$ cat config.mk
export PLATFORM = sky130hd
export DESIGN_NAME = stage_mem1
export DESIGN_NICKNAME = d
export VERILOG_FILES = /design/src/rtl/stage_mem1.sv
export SDC_FILE = /design/constraint.sdc
export NUM_CORES = 1
export LEC_CHECK = 0
export CAP_MARGIN = 15
export CORE_AREA = 2 2 127 129
export CTS_CLUSTER_DIAMETER = 200
export DETAILED_ROUTE_END_ITERATION = 8
export DIE_AREA = 0 0 129 131
export DONT_BUFFER_PORTS = 1
export MAX_ROUTING_LAYER = met4
export SYNTH_ARGS = -nofsm -noshare
export SYNTH_HDL_FRONTEND = slang
export SYNTH_SLANG_ARGS = --single-unit
$ cat constraint.sdc
create_clock -name clk_core -period 2.7 [get_ports clk_core]
set_clock_uncertainty 0.2 [all_clocks]
set_input_delay 0.27 -clock clk_core [delete_from_list [all_inputs] [get_ports clk_core]]
set_output_delay 0.27 -clock clk_core [all_outputs]
set_load 0.01 [all_outputs]
$ cat src/rtl/stage_mem1.sv
// stage_mem1: first memory pipeline stage. Holds one instruction from
// execute, checks alignment, runs a single data-bus transaction for loads and
// stores, and presents the (possibly load-updated) result to the write stage.
package stage_mem1_pkg;
    typedef logic [3:0] ecause_t;
    localparam ecause_t    CAUSE_LD_MISALIGN = 4'd4;
    localparam ecause_t    CAUSE_LD_FAULT    = 4'd5;
    localparam ecause_t    CAUSE_ST_MISALIGN = 4'd6;
    localparam ecause_t    CAUSE_ST_FAULT    = 4'd7;
    localparam logic [1:0] MEMOP_LOAD        = 2'd1;
    localparam logic [1:0] MEMOP_STORE       = 2'd2;
    localparam logic [1:0] SIZE_BYTE         = 2'd0;
    localparam logic [1:0] SIZE_HALF         = 2'd1;
    localparam logic [1:0] SIZE_WORD         = 2'd2;
endpackage

module stage_mem1
    import stage_mem1_pkg::*;
(
    input  logic        clk_core,
    input  logic        reset_n,
    input  logic        ex_valid,
    input  logic        ex_exc,
    input  ecause_t     ex_exc_cause,
    input  logic        ex_flush,
    input  logic [29:0] ex_pc,
    input  logic [1:0]  ex_memop,
    input  logic [1:0]  ex_size,
    input  logic        ex_unsigned,
    input  logic [31:0] ex_addr,
    input  logic [31:0] ex_wdata,
    input  logic [31:0] ex_result,
    input  logic [4:0]  ex_wb_reg,
    output logic        mem1_stall,
    input  logic        wb_stall,
    input  logic        csr_kill,
    output logic        dbus_req,
    output logic        dbus_we,
    output logic [31:0] dbus_addr,
    output logic [3:0]  dbus_be,
    output logic [31:0] dbus_wdata,
    input  logic        dbus_ack,
    input  logic        dbus_err,
    input  logic [31:0] dbus_rdata,
    output logic        mem1_valid_wb,
    output logic        mem1_exc,
    output ecause_t     mem1_exc_cause,
    output logic        mem1_flush,
    output logic [29:0] mem1_pc,
    output logic        mem1_busy,
    output logic [4:0]  mem1_wb_reg,
    output logic [31:0] mem1_dout
);

    typedef enum logic {S_IDLE, S_BUS} state_t;

    state_t      r_state;
    logic        r_valid;
    logic        r_exc;
    ecause_t     r_cause;
    logic        r_kill;
    logic        r_flush;
    logic [29:0] r_pc;
    logic [1:0]  r_memop;
    logic [1:0]  r_size;
    logic        r_unsigned;
    logic [31:0] r_addr;
    logic [31:0] r_wdata;
    logic [31:0] r_dout;
    logic [4:0]  r_wb_reg;

    logic        w_is_mem;
    logic        w_misalign;
    logic        w_start;
    logic        w_bus_done;
    logic        w_held_load;
    logic [31:0] w_lane;
    logic [31:0] w_load_data;

    assign w_is_mem    = (ex_memop == MEMOP_LOAD) || (ex_memop == MEMOP_STORE);
    assign w_misalign  = ((ex_size == SIZE_HALF) && ex_addr[0]) ||
                         ((ex_size == SIZE_WORD) && (ex_addr[1:0] != 2'b00));
    assign w_start     = ex_valid && w_is_mem && !ex_exc && !w_misalign;
    assign w_bus_done  = (r_state == S_BUS) && dbus_ack;
    assign w_held_load = (r_memop == MEMOP_LOAD);

    // Bus side is driven straight from held state, so it is stable for the
    // whole transaction and drops with the asynchronous reset of r_state.
    assign mem1_busy  = (r_state == S_BUS);
    assign mem1_stall = mem1_busy || wb_stall;
    assign dbus_req   = mem1_busy;
    assign dbus_we    = (r_memop == MEMOP_STORE);
    assign dbus_addr  = {r_addr[31:2], 2'b00};

    assign mem1_valid_wb  = r_valid && !r_exc && !r_kill && (r_wb_reg != 5'd0);
    assign mem1_exc       = r_exc;
    assign mem1_exc_cause = r_cause;
    assign mem1_flush     = r_flush && r_valid && !r_kill;
    assign mem1_pc        = r_pc;
    assign mem1_wb_reg    = r_wb_reg;
    assign mem1_dout      = r_dout;

    // Byte enables and lane-replicated store data from the held size/offset.
    always_comb begin
        dbus_be    = 4'b1111;
        dbus_wdata = r_wdata;
        case (r_size)
            SIZE_BYTE: begin
                dbus_be    = 4'b0001 << r_addr[1:0];
                dbus_wdata = {4{r_wdata[7:0]}};
            end
            SIZE_HALF: begin
                dbus_be    = 4'b0011 << r_addr[1:0];
                dbus_wdata = {2{r_wdata[15:0]}};
            end
            default: begin
                dbus_be    = 4'b1111;
                dbus_wdata = r_wdata;
            end
        endcase
    end

    // Shift the addressed lane down and extend it to 32 bits.
    always_comb begin
        w_lane      = dbus_rdata >> {r_addr[1:0], 3'b000};
        w_load_data = dbus_rdata;
        case (r_size)
            SIZE_BYTE: w_load_data = {{24{!r_unsigned && w_lane[7]}}, w_lane[7:0]};
            SIZE_HALF: w_load_data = {{16{!r_unsigned && w_lane[15]}}, w_lane[15:0]};
            default:   w_load_data = dbus_rdata;
        endcase
    end

    // Control FSM: state, valid/exception flags and the sticky kill.
    // A kill while not stalled is ignored: the held insn leaves this stage at
    // that same edge and the newly captured one has not been killed.
    always_ff @(posedge clk_core or negedge reset_n) begin
        if (!reset_n) begin
            r_state <= S_IDLE;
            r_valid <= 1'b0;
            r_exc   <= 1'b0;
            r_cause <= '0;
            r_kill  <= 1'b0;
        end else if (r_state == S_IDLE) begin
            if (!wb_stall) begin
                r_valid <= ex_valid;
                r_exc   <= ex_valid && (ex_exc || (w_is_mem && w_misalign));
                r_cause <= ex_exc ? ex_exc_cause :
                           (ex_memop == MEMOP_LOAD) ? CAUSE_LD_MISALIGN : CAUSE_ST_MISALIGN;
                r_kill  <= 1'b0;
                if (w_start)
                    r_state <= S_BUS;
            end else if (csr_kill) begin
                r_valid <= 1'b0;
                r_exc   <= 1'b0;
            end
        end else begin
            // The bus transaction is never aborted; a kill only marks the insn.
            if (csr_kill)
                r_kill <= 1'b1;
            if (dbus_ack) begin
                r_state <= S_IDLE;
                r_kill  <= 1'b0;
                if (r_kill || csr_kill) begin
                    r_valid <= 1'b0;
                    r_exc   <= 1'b0;
                end else if (dbus_err) begin
                    r_exc   <= 1'b1;
                    r_cause <= w_held_load ? CAUSE_LD_FAULT : CAUSE_ST_FAULT;
                end
            end
        end
    end

    // Data fields: capture when the stage advances, load data on a good ack.
    always_ff @(posedge clk_core or negedge reset_n) begin
        if (!reset_n) begin
            r_flush    <= 1'b0;
            r_pc       <= '0;
            r_memop    <= '0;
            r_size     <= '0;
            r_unsigned <= 1'b0;
            r_addr     <= '0;
            r_wdata    <= '0;
            r_dout     <= '0;
            r_wb_reg   <= '0;
        end else if (!mem1_stall) begin
            r_flush    <= ex_flush;
            r_pc       <= ex_pc;
            r_memop    <= ex_memop;
            r_size     <= ex_size;
            r_unsigned <= ex_unsigned;
            r_addr     <= ex_addr;
            r_wdata    <= ex_wdata;
            r_dout     <= ex_result;
            r_wb_reg   <= (ex_memop == MEMOP_STORE) ? 5'd0 : ex_wb_reg;
        end else if (w_bus_done && w_held_load && !dbus_err) begin
            r_dout     <= w_load_data;
        end
    end

endmodule

==> flow_summary.yaml <==
clock_network:
  clk_pin_slew_ns: 0.06
  cts_setup_buffers: 0
  postCtsHoldBufs: 178
  cts_buffer_depth: 2
  numCtsBuffers: 17
  root_buffer: "clkbuf_16"
  h-tree-depth: 4
  clock_sinks: 145
  clock_latency_ns: 0.42
  cts_tree: "yes"
sta:
  fin_crit_sh_pct: 96.4
  hold_viol: 145
  holdWs_ns: -0.656
  fin_crit_ns: 2.60
  tightest_slew_ns: 0.716
  max_freq_mhz: 384
  rsz0062_at_grt: "no"
  drv_slew: 0
  relSlewSlack_pct: 51.8
  finalSetupViolations: 0
  setup-tns-final_ns: 0
outcome:
  violations: "hold timing"
  status: "finished, violations left"
setup_path:
  crit_family: "buffers and inverters"
  r2r-start: "dbus_req$_DFF_PN0_"
  crit_start: "wb_stall"
  cp_max_fo: 40
  critPathMaxStageDelay_ns: 0.62
  worstPathCellList: "dlygate4sd3_1 -> nor2_4 -> inv_4 -> o31a_1 -> buf_6 -> a21oi_1 -> dlygate4sd3_1 -> a211o_1"
  worstPathArrival_ns: 2.70
  path_class: "input port to flip-flop"
  path_buf_inv: 4
  start_kind: "input port"
  required_ns: 2.80
  end_kind: "flip-flop"
  crit_path_frequent_cell: "dlygate4sd3_1"
  crit_slowest_cell: "dlygate4sd3_1"
synthesis:
  synth_fa_ha_area_share_pct: 0.354
  synth_warnings: 0
  synth-edff-count: 0
  syn_inst: 825
  avgSynthCellArea_um2: 8.56
  synth-seq-area-share_pct: 51.4
  synth_top_family_by_area: "simple AND/OR/NAND/NOR gates"
  async_reset_ff_share_pct: 100
  synthFlopType: "dfrtp_1"
  synth-compound-area-share_pct: 11.2
  synthMuxAreaShare_pct: 4.31
  synth_xor_area_share_pct: 0
  ys_types: 49
  synth-simple-area-share_pct: 24.9
  ys_seq_elements: 145
  syn_area_mm2: 0.00706
cells_and_area:
  fin_util_pct: 59.9
  stdcell_area_mm2: 0.00935
  layout.nets: 1125
  stdcell_count: 1171
  drive_gt1_share_pct: 6.18
  area_delta_synth_final_pct: 32.4
power_and_ir_drop:
  p_int_w: 0.00450
  clockPowerShare_pct: 39.4
  cellLeakagePower_nw: 4.58
  power.share.switching_pct: 29.0
  power.density_mw_per_mm2: 679
  netSwitchingPower_w: 0.00184
  sequentialPowerShare_pct: 43.9
  p_comb_share_pct: 16.7
  peakVddDrop_uv: 420
global_route:
  grt_pass1_wl_um: 33300
  grt_pass1_vias: 6442
  grt_max_degree: 146
  antenna_found_initial: 1
  overflow: 0
  grt_usage_pct: 26.3
run:
  maxCapViolCount: 0
route:
  drtPass1Iterations: 5
  drc: 0
  antenna_left: 0
  wire_per_inst_um: 18.6
  viasPerCell: 5.44
  via_count: 6370
  wirelength_um: 21800
  drt_iter0_drc: 361
floorplan:
  fp.dieH_um: 131
  fp.coreArea_mm2: 0.0156
  initial_utilization_pct: 45.3
  pin_count: 327
  die_width_um: 129
  fp-row-count: 46
  die-area_mm2: 0.0169
placed_design:
  dp_cells: 961
  portBuffers: 0
  dp_hpwl_um: 14200
  globalplace.congestion: 0.960
  placed_area_mm2: 0.00693
min_path:
  hold_path_class: "input port to asynchronous set/reset pin"
## power by group through the flow
stage	Combinational, W	Sequential (W)	Clock, W
6_report	0.00106	0.00279	0.00250
5_1_grt	0.00117	0.00282	0.00266
4_1_cts	0.00105	0.00279	0.00256
3_5_place_dp	0.000817	0.00282	0
3_3_place_gp	0.000790	0.00282	0
2_1_floorplan	0.000792	0.00268	0
## layout make-up
type / count / area [um2]
fill: 1300 / 6250
sequential: 145 / 3630
multi-input combinational: 579 / 2890
timing repair buffer: 189 / 1880
clock buffer: 19 / 443
tap: 216 / 270
clock inverter: 12 / 181
inverter: 10 / 40.0
antenna: 1 / 2.50
## cell usage in the layout, fill, tap and decap left out, types with 3 or more instances in the layout
| cell type | synthesis | routed |
|---|---|---|
| dfrtp_1 | 145 | 144 |
| a22oi_1 | 8 | 8 |
| bufinv_16 | 0 | 4 |
| mux2i_1 | 18 | 18 |
| a211oi_1 | 8 | 8 |
| nand2_1 | 365 | 365 |
| mux2_2 | 9 | 9 |
| dlygate4sd3_1 | 0 | 178 |
| nor3_1 | 8 | 8 |
| nand2b_1 | 5 | 5 |
| a211o_1 | 16 | 16 |
| a32oi_1 | 6 | 6 |
| nand3_1 | 17 | 17 |
| o21ai_0 | 17 | 17 |
| o221ai_1 | 7 | 7 |
| nor2_1 | 22 | 21 |
| a22o_1 | 7 | 7 |
| nand3b_1 | 6 | 6 |
| nor2b_1 | 3 | 3 |
| clkbuf_16 | 0 | 17 |
| a2bb2oi_1 | 7 | 7 |
| a21oi_1 | 21 | 21 |
| buf_4 | 41 | 8 |
| inv_6 | 0 | 3 |
| inv_1 | 9 | 9 |
## stage by stage
| stage | total power, W | setup WS [ns] |
|---|---|---|
| 2_1_floorplan | 0.00347 | 0.726 |
| 3_3_place_gp | 0.00361 | 0.519 |
| 3_5_place_dp | 0.00364 | 0.425 |
| 4_1_cts | 0.00639 | 0.102 |
| 5_1_grt | 0.00666 | 0.0246 |
| 6_report | 0.00634 | 0.0984 |
## synthesized netlist by cell type, drive strengths merged (7+ instances only)
cell     instances  area share, %
nor3             9           0.71
a22o             7           0.87
clkbuf          43            2.3
o21ai           17            1.2
a22oi            8           0.85
inv              9           0.48
a211oi           8           0.85
mux2             9            1.4
nand3           17            1.2
a2bb2oi          7           0.87
buf             49            4.9
dfrtp          145             51
mux2i           18            2.6
nor2            22            1.2
a21oi           21            1.5
nand2          365             19
o221ai           7           0.87
a211o           16            2.0
## metal layers
metal / global-route usage (%) / part of all wire (%) / wire (um)
met1: 27.9 / 36 / 7930
met2: 44.5 / 51 / 11200
met3: 8.55 / 8.7 / 1900
met4: 12.9 / 3.5 / 765
met5: - / 0 / 0
## final timing paths
path | slack [ns] | cells after the start | endpoint
max in group asynchronous | 2.77 | 0 | r_wdata[3]$_DFFE_PN0P_
worst max-delay path | 0.1 | 8 | mem1_dout[26]$_DFFE_PN0P_
min in group clk_core | 0.03 | 3 | mem1_dout[21]$_DFFE_PN0P_
worst min register to register | 0.27 | 2 | r_wdata[16]$_DFFE_PN0P_
worst min-delay path | -0.66 | 0 | mem1_exc_cause[3]$_DFFE_PN0P_
worst max register to register | 0.20 | 7 | mem1_dout[26]$_DFFE_PN0P_
## cells by family (layout without fill, tap and decap cells)
family,count (synthesis),count (layout)
and+or+nand+nor,437,437
buffers and inverters,102,230
muxes,28,28
other,1,3
adders and majority gates,2,2
AOI/OAI and AO/OA,110,110
DFF,145,145
## timing repair
item / in CTS / in global routing
gates resized for setup: 0 / 2
setup endpoints to repair: 0 / 13
endpoints found under the hold margin: 290 / 145
Power figures use the tool's default switching activity.
==> RTL edit: new RTL, same flow settings <==
Make the reset (`reset_n`) synchronous in 2 clocked blocks. Comments in the files are not updated.
--- a/src/rtl/stage_mem1.sv
+++ b/src/rtl/stage_mem1.sv
@@ -134,7 +134,7 @@
     // Control FSM: state, valid/exception flags and the sticky kill.
     // A kill while not stalled is ignored: the held insn leaves this stage at
     // that same edge and the newly captured one has not been killed.
-    always_ff @(posedge clk_core or negedge reset_n) begin
+    always_ff @(posedge clk_core) begin
         if (!reset_n) begin
             r_state <= S_IDLE;
             r_valid <= 1'b0;
@@ -173,7 +173,7 @@
     end
 
     // Data fields: capture when the stage advances, load data on a good ack.
-    always_ff @(posedge clk_core or negedge reset_n) begin
+    always_ff @(posedge clk_core) begin
         if (!reset_n) begin
             r_flush    <= 1'b0;
             r_pc       <= '0;
Behaviour: differs if reset_n is asserted again (counterexample within 4 cycles, from zero or initial values and one cycle with reset_n low); with reset_n held inactive, the same outputs for 4 cycles.
==> RTL edit against the original RTL <==
Global-route usage increased by 1.6 points; maximum frequency is 1.2% lower; count of clock-buffer cells in the layout shrank 2; cell count is 1.2% higher; sequential cell count unchanged; clock power shrank 7%; area after synthesis rose by 0.97%; worst setup slack got worse by 0.030 ns; wire length is 9.7% higher; sequential power decreased by 11%; critical path depth down 2; cell area fell by 4.0%; total power fell by 12%.
==> RTL edit: results (changes against the original RTL) <==
metric;value;unit;change
Seq/Total Area, Yosys;40.7;%;-11 points
GPL Wtd Cong;0.914;;-4.8%
bufs w/o clock;168;;-11%
clk_buf instances;17;;-2
Post-Place Cell Area;6860;um2;-1.0%
first-pass GRT wire length;35800;um;+7.7%
multi-input combinational area share;39.3;%;+8.3 points
M3 GR Usage;10.9;%;+2.4 points
sequential cell area;2900;um2;-20%
Synth top area share;40.7;%;-11 points
status;completed;;
Inverters;7;;-3
vias in the first global route;6672;;+3.6%
Max transition margin;25.7;%;-26 points
fillers;1356;;+4.3%
Cells after Synth;886;;+7.4%
met3 routed WL;2510;um;+32%
Hold/Removal Path Class;in2reg;;
Leakage Power;3.35;nW;-27%
R2R cell count;6;;-1
top_reg_cell synth;dfxtp_1;;
share of layout cells above drive strength 1;8.68;%;+2.5 points
setup slack, reg-to-reg;0.07;ns;-0.13 ns
Unique masters post-synth;53;;+8.2%
post-placement cell count;1000;;+4.1%
DR iter-0 viols;541;;+50%
Peak VDD IR;0.000415;V;-1.1%
critical path arrival;2.79;ns;+0.09 ns
post-synthesis mux area share;5.83;%;+1.5 points
met1 Usage GRT;30.9;%;+3.0 points
Final clock-cell share;6.50;%;-0.18 points
largest fanout on the critical path;22;;-45%
HPWL Detailed;15500;um;+8.9%
hold_buf cts;152;;-15%
XOR/XNOR share of the synthesized area;0.123;%;+0.12 points
Hold Slack;0.0318;ns;+0.688 ns
final net count;1138;;+1.2%
GRT Overall Usage;27.9;%;+1.6 points
==> RTL edit: worst max-delay path by stage <==
stage / from / slack (ns) / to / depth (start not counted)
4_1_cts: dbus_req / 0.08 / mem1_exc / 6
2_1_floorplan: r_addr[1] / 0.88 / mem1_dout[13] / 4
5_1_grt: r_addr[1] / 0.008 / mem1_dout[15] / 6
3_5_place_dp: r_size[1] / 0.56 / mem1_dout[16] / 3
6_report: r_addr[1] / 0.07 / mem1_dout[13] / 6
3_3_place_gp: r_size[1] / 0.64 / mem1_dout[27] / 3
==> RTL edit: stage by stage <==
step / util [%] / worst slack (ns)
5_1_grt: 57.5 / 0.00763
3_5_place_dp: 44.0 / 0.561
4_1_cts: 57.5 / 0.0774
3_3_place_gp: 44.0 / 0.645
2_1_floorplan: - / 0.879
6_report: 57.5 / 0.0680
==> RTL edit: power breakdown <==
part	internal [mW]	switching, mW	leakage [nW]	total [mW]
registers	2.28	0.189	1.20	2.47
logic	0.367	0.414	1.87	0.780
clock network	1.37	0.965	0.276	2.33
